--- src/rtl/muldiv_unit.sv ---
// RV32M multiply/divide unit: iterative shift-add multiply and restoring divide, valid/ready handshake.
// Optional macro MULDIV_FAST_MUL_EN selects a single-cycle product for the four multiply ops.
module muldiv_unit #(
    parameter int XLEN = 32
) (
    input  logic            clk_i,
    input  logic            rst_ni,
    input  logic            valid_i,
    output logic            ready_o,
    input  logic [2:0]      funct3_i,
    input  logic [XLEN-1:0] op_a_i,
    input  logic [XLEN-1:0] op_b_i,
    input  logic            flush_i,
    output logic [XLEN-1:0] result_o,
    output logic            valid_o
);

    typedef enum logic [1:0] {IDLE = 2'd0, ITER = 2'd1, DONE = 2'd2} state_e;

    state_e      state_r, state_nxt_s;
    logic [4:0]  cnt_r;
    logic [2:0]  funct_r;
    logic        sign_q_r, sign_r_r;
    logic [63:0] acc_r, acc_step_s, prod_s;
    logic [31:0] opnd_r;
    logic        accept_s, is_div_s, sa_s, sb_s, special_s, fast_s;
    logic [31:0] mag_a_s, mag_b_s, quick_res_s, final_res_s;
    logic [32:0] shifted_s, diff_s, sum_s;
`ifdef MULDIV_FAST_MUL_EN
    logic [63:0] ext_a_s, ext_b_s, fprod_s;
`endif

    function automatic logic [31:0] neg32(input logic [31:0] v);
        return ~v + 32'd1;
    endfunction

    function automatic logic [31:0] mag32(input logic [31:0] v, input logic sgn);
        return (sgn && v[31]) ? neg32(v) : v;
    endfunction

    assign accept_s = valid_i && ready_o && !flush_i;
    assign ready_o  = (state_r == IDLE);
    assign is_div_s = funct3_i[2];
    // Signedness of A: MUL/MULH/MULHSU, DIV/REM; of B: MUL/MULH, DIV/REM.
    assign sa_s     = is_div_s ? !funct3_i[0] : (funct3_i[1:0] != 2'b11);
    assign sb_s     = is_div_s ? !funct3_i[0] : !funct3_i[1];
    assign mag_a_s  = mag32(op_a_i, sa_s);
    assign mag_b_s  = mag32(op_b_i, sb_s);

`ifdef MULDIV_FAST_MUL_EN
    assign ext_a_s  = {{32{sa_s & op_a_i[31]}}, op_a_i};
    assign ext_b_s  = {{32{sb_s & op_b_i[31]}}, op_b_i};
    assign fprod_s  = ext_a_s * ext_b_s;
`endif

    // Results that need no iteration: divide special cases and the optional fast product.
    always_comb begin
        special_s   = 1'b0;
        fast_s      = 1'b0;
        quick_res_s = 32'd0;
        if (is_div_s && (op_b_i == 32'd0)) begin
            special_s   = 1'b1;
            quick_res_s = funct3_i[1] ? op_a_i : 32'hFFFF_FFFF;
        end else if (is_div_s && !funct3_i[0] && (op_a_i == 32'h8000_0000) && (op_b_i == 32'hFFFF_FFFF)) begin
            special_s   = 1'b1;
            quick_res_s = funct3_i[1] ? 32'd0 : 32'h8000_0000;
        end else begin
`ifdef MULDIV_FAST_MUL_EN
            fast_s      = !is_div_s;
            quick_res_s = (funct3_i[1:0] == 2'b00) ? fprod_s[31:0] : fprod_s[63:32];
`else
            fast_s      = 1'b0;
            quick_res_s = 32'd0;
`endif
        end
    end

    // One iteration step; acc holds {hi, lo} for multiply and {remainder, dividend/quotient} for divide.
    always_comb begin
        sum_s     = {1'b0, acc_r[63:32]} + (acc_r[0] ? {1'b0, opnd_r} : 33'd0);
        shifted_s = acc_r[63:31];
        diff_s    = shifted_s - {1'b0, opnd_r};
        if (funct_r[2]) begin
            acc_step_s = {(diff_s[32] ? shifted_s[31:0] : diff_s[31:0]), acc_r[30:0], !diff_s[32]};
        end else begin
            acc_step_s = {sum_s, acc_r[31:1]};
        end
        prod_s = sign_q_r ? (~acc_step_s + 64'd1) : acc_step_s;
        if (funct_r[2]) begin
            if (funct_r[1]) begin
                final_res_s = sign_r_r ? neg32(acc_step_s[63:32]) : acc_step_s[63:32];
            end else begin
                final_res_s = sign_q_r ? neg32(acc_step_s[31:0]) : acc_step_s[31:0];
            end
        end else begin
            final_res_s = (funct_r[1:0] == 2'b00) ? prod_s[31:0] : prod_s[63:32];
        end
    end

    // Next-state decode; flush overrides every transition.
    always_comb begin
        state_nxt_s = state_r;
        case (state_r)
            IDLE: begin
                if (accept_s) begin
                    state_nxt_s = (special_s || fast_s) ? DONE : ITER;
                end else begin
                    state_nxt_s = IDLE;
                end
            end
            ITER: begin
                if (cnt_r == 5'd31) begin
                    state_nxt_s = DONE;
                end else begin
                    state_nxt_s = ITER;
                end
            end
            DONE:    state_nxt_s = IDLE;
            default: state_nxt_s = IDLE;
        endcase
        if (flush_i) begin
            state_nxt_s = IDLE;
        end else begin
            state_nxt_s = state_nxt_s;
        end
    end

    // State register and iteration counter.
    always_ff @(posedge clk_i or negedge rst_ni) begin
        if (!rst_ni) begin
            state_r <= IDLE;
            cnt_r   <= 5'd0;
        end else begin
            state_r <= state_nxt_s;
            if (accept_s) begin
                cnt_r <= 5'd0;
            end else if (state_r == ITER) begin
                cnt_r <= cnt_r + 5'd1;
            end else begin
                cnt_r <= cnt_r;
            end
        end
    end

    // Operand capture at accept, then one datapath step per ITER cycle.
    always_ff @(posedge clk_i or negedge rst_ni) begin
        if (!rst_ni) begin
            funct_r  <= 3'd0;
            sign_q_r <= 1'b0;
            sign_r_r <= 1'b0;
            acc_r    <= 64'd0;
            opnd_r   <= 32'd0;
        end else if (accept_s) begin
            funct_r  <= funct3_i;
            sign_q_r <= (sa_s & op_a_i[31]) ^ (sb_s & op_b_i[31]);
            sign_r_r <= sa_s & op_a_i[31];
            acc_r    <= {32'd0, (is_div_s ? mag_a_s : mag_b_s)};
            opnd_r   <= is_div_s ? mag_b_s : mag_a_s;
        end else if ((state_r == ITER) && !flush_i) begin
            acc_r <= acc_step_s;
        end else begin
            acc_r <= acc_r;
        end
    end

    // Registered result and one-cycle valid pulse, both loaded on entry to DONE.
    always_ff @(posedge clk_i or negedge rst_ni) begin
        if (!rst_ni) begin
            result_o <= '0;
            valid_o  <= 1'b0;
        end else begin
            valid_o <= (state_nxt_s == DONE);
            if (state_nxt_s == DONE) begin
                result_o <= (state_r == IDLE) ? quick_res_s : final_res_s;
            end else begin
                result_o <= result_o;
            end
        end
    end

endmodule
--- config.mk ---
export PLATFORM = sky130hd
export DESIGN_NAME = muldiv_unit
export DESIGN_NICKNAME = d
export VERILOG_FILES = /design/src/rtl/muldiv_unit.sv
export SDC_FILE = /design/constraint.sdc
export NUM_CORES = 1
export LEC_CHECK = 0
export ABC_AREA = 1
export CAP_MARGIN = 20
export CORE_MARGIN = 1
export CORE_UTILIZATION = 30
export DETAILED_ROUTE_END_ITERATION = 7
export PLACE_DENSITY_LB_ADDON = 0.12
export SLEW_MARGIN = 20
export SYNTH_ARGS = -nofsm -noshare
export SYNTH_HDL_FRONTEND = slang
export SYNTH_SLANG_ARGS = --single-unit
export TNS_END_PERCENT = 10
--- constraint.sdc ---
create_clock -name clk_i -period 8.4 [get_ports clk_i]
set_input_delay 1.26 -clock clk_i [delete_from_list [all_inputs] [get_ports clk_i]]
set_output_delay 1.26 -clock clk_i [all_outputs]
set_load 0.02 [all_outputs]
==> results.txt <==
status: completed
TNS Setup: 0 ns
Max Cap Violations: 0
largest net degree at the start of global routing: 80
HP Start: result_o[19]$_DFFE_PN0P_
synthesized net count: 3296
vias in the first global route: 20500
CTS tree: yes
Critical Path End Type: flop
clock buffer depth: 2
Final setup violation count: 0
DR top layer: met5
Adder-Cell Fraction of Synth Area: 5.13%
main combinational cell family by area after synthesis: simple AND/OR/NAND/NOR gates
Post-CTS Resized: 0
Slew Viols, Final: 0
All-Layer GR Usage: 31.2%
cell with the most instances after synthesis: nand2_1
met2 routed WL: 42000 µm
critical path class: flop to flop
Final period util: 64.9%
WL met1: 41400 µm
Critical Path RT: 8.81 ns
clk_skew: 0.0167 ns
Mapped Cells: 3152
Comb pwr share: 71.6%
P_leak: 10.3 nW
met3 WL: 6600 µm
Max-slew headroom: 16.8%
clock sinks: 141
GRT Residual Overflow: 0
synthesized area per cell: 5.74 µm²
Cell variety after synth: 54
share of cells above drive strength 1: 5.16%
I/O Pins: 105
max frequency: 183 MHz
top cells by area, synth: dfrtp_1, nand2_1, inv_1, nand3_1, nor2_1
initial antenna violation count: 5
CTS Root Cell: clkbuf_16
post-synthesis mux area share: 0%
P&R area growth vs syn: 12.9%
Clock transition at path regs: 0.07 ns
Via Count: 21700
first-pass GRT wire length: 138000 µm
post-synthesis sequential area ratio: 19.5%
Layout Nets: 3331
Final Util: 34.4%
Internal: 2.55 mW
VDD IR max: 195 µV
Core Region: 59400 µm²
cell taking the most area after synthesis: dfrtp_1
Worst path slowest cell: dfrtp_1
DR DRC count: 0
Hold Path End: result_o[19]$_DFFE_PN0P_
port bufs: 104
Synth Area in XOR/XNOR: 5.47%
Cell Rows: 89
Hold Path Class: flop to flop
CP bufs+invs: 3
Die Span Y: 248 µm
Die Span X: 248 µm
Seq cells post-synth: 141
post-DR wirelength/cell: 24.0 µm
CP Max Fanout: 33
gpl congestion: 1.03
register share of total power: 15.2%
Mapped Area: 18100 µm²
Hold Crit Depth: 2
Slew @ Worst Pin: 1.24 ns
full die area: 61300 µm²
worst skew pair latency: 0.50 ns
CP top delay family: simple AND/OR/NAND/NOR gates
top post-synthesis cells by count: nand2_1, inv_1, nor2_1
post-CTS setup buffers: 0
htree depth: 4
Net Sw Frac: 60.6%
share of the synthesized area in the top cell type: 19.5%
Post-synth EDFFs: 0
Compound-Gate Fraction of Synth Area: 17.6%
Final HPWL DP: 77800 µm
Clock Power Share: 13.2%
Initial Util: 30.5%
Max stage delay on crit path: 0.43 ns
critical path launch point type: flop
flop2flop setup slack: 2.95 ns
minimum clock period: 5.45 ns
r2r startpoint: opnd_r[0]$_DFFE_PN0P_
ys flop type: dfrtp_1
Synth warnings: 0
P_sw: 3.91 mW
fraction of registers with async set or reset after synthesis: 100%
TritonCTS Buffers: 17
Via density: 5.45
hold-fix buffers at CTS: 0
Pwr Density: 316 nW/µm²
first-pass detailed-route iteration total: 8
cells on worst reg2reg path: 33
r2r endpoint: result_o[12]$_DFFE_PN0P_
drt first-iter violations: 2534
Worst Path Arrival: 5.87 ns
RSZ-0062 raised after global routing: false
Final Hold Viols: 0
antenna-violating nets left: 0
Synth Area in Simple Gates: 39.8%
final WL: 95300 µm
crit-path most repeated cell: nand2_1
-- power by group through the flow --
stage	registers, mW	logic, mW	clock network, mW
global route	0.991	5.03	0.887
CTS	0.978	4.54	0.865
floorplan	0.890	3.04	0
detailed placement	0.990	4.52	0
finish	0.982	4.62	0.853
global placement	0.989	4.53	0
-- cell usage in the layout, fill, tap and decap left out, types with 4 or more instances in the layout --
master | synthesis | routed
nand2_2 | 32 | 33
inv_1 | 459 | 457
a31oi_1 | 11 | 11
buf_4 | 5 | 27
a22oi_1 | 12 | 12
o221ai_1 | 19 | 19
nand2_4 | 8 | 8
a32oi_1 | 4 | 4
o211ai_1 | 17 | 17
nand3_1 | 252 | 252
a21o_1 | 5 | 5
nor2_2 | 19 | 21
clkdlybuf4s50_1 | 0 | 103
nor2_4 | 3 | 4
clkinv_1 | 5 | 5
dfrtp_1 | 141 | 138
nand4_1 | 35 | 35
or2_2 | 13 | 13
nand2_1 | 925 | 924
a21oi_2 | 5 | 5
nor2_1 | 303 | 300
o21ai_0 | 185 | 185
nand3_2 | 8 | 8
inv_2 | 6 | 8
a22o_1 | 7 | 7
xor2_1 | 84 | 84
o22ai_1 | 52 | 52
and2_1 | 4 | 4
o21a_1 | 5 | 5
o21bai_1 | 16 | 16
inv_6 | 0 | 4
o21ai_1 | 17 | 17
clkbuf_16 | 0 | 17
nand3b_1 | 16 | 16
a21oi_1 | 191 | 191
xnor2_1 | 29 | 29
nor4_1 | 14 | 14
ha_1 | 71 | 71
nor3_1 | 46 | 46
-- layer usage --
layer  vias to the layer above  track usage, %
li1                      10300               -
met1                     10300            41.2
met2                       907            48.3
met3                       170            5.36
met4                         6            16.4
met5                         -               0
-- registers in the layout (all words and copies together), names as in the netlist --
signal    cells
sign_r_r      1
cnt_r         5
acc_r        64
opnd_r       32
state_r       2
funct_r       3
result_o     32
sign_q_r      1
valid_o       1
-- kinds of logic (layout without fill, tap and decap cells) --
group,Yosys count,in the layout
AOI/OAI and AO/OA,557,557
xor gates and xnor gates,113,113
adders and majority gates,73,73
buffers and inverters,585,633
DFF,141,141
other,0,1
and+or+nand+nor,1683,1683
-- per-stage QoR --
step	area, µm²	instances	setup WS (ns)	total power, mW	hold slack [ns]
floorplan	18100	3152	4.49	3.93	0.454
global placement	19800	3941	3.23	5.52	0.467
detailed placement	19800	3941	3.10	5.51	0.468
CTS	20400	3973	3.05	6.39	0.487
global route	20400	3973	2.45	6.91	0.509
finish	20400	3974	2.95	6.46	0.481
-- cell type report --
cell class,count,area [µm²]
repair buffers,131,1240
inverters,470,1760
clock inverters,12,158
flip-flops and latches,141,3530
diodes,1,2.50
fillers,6717,38900
multi-input cells,2426,12300
clock buffers,20,457
well taps,773,967
-- worst register-to-register path: cells and delay by family (launching register included) --
kind,cells,cell delay (ns)
DFF,1,0.43
AOI/OAI and AO/OA,1,0.15
and+or+nand+nor,25,3.38
adders and majority gates,3,0.86
xor gates and xnor gates,1,0.16
buffers and inverters,3,0.38
-- how the worst max path moves through the flow --
stage,from,to,slack (ns),cells past startpoint
2_1_floorplan,acc_r[31]$_DFFE_PN0P_,result_o[8]$_DFFE_PN0P_,4.49,33
6_report,opnd_r[0]$_DFFE_PN0P_,result_o[12]$_DFFE_PN0P_,2.95,33
4_1_cts,opnd_r[0]$_DFFE_PN0P_,result_o[12]$_DFFE_PN0P_,3.05,33
3_3_place_gp,opnd_r[0]$_DFFE_PN0P_,result_o[12]$_DFFE_PN0P_,3.23,33
3_5_place_dp,opnd_r[0]$_DFFE_PN0P_,result_o[12]$_DFFE_PN0P_,3.10,33
5_1_grt,acc_r[31]$_DFFE_PN0P_,result_o[12]$_DFFE_PN0P_,2.45,34
Power figures use the tool's default switching activity.
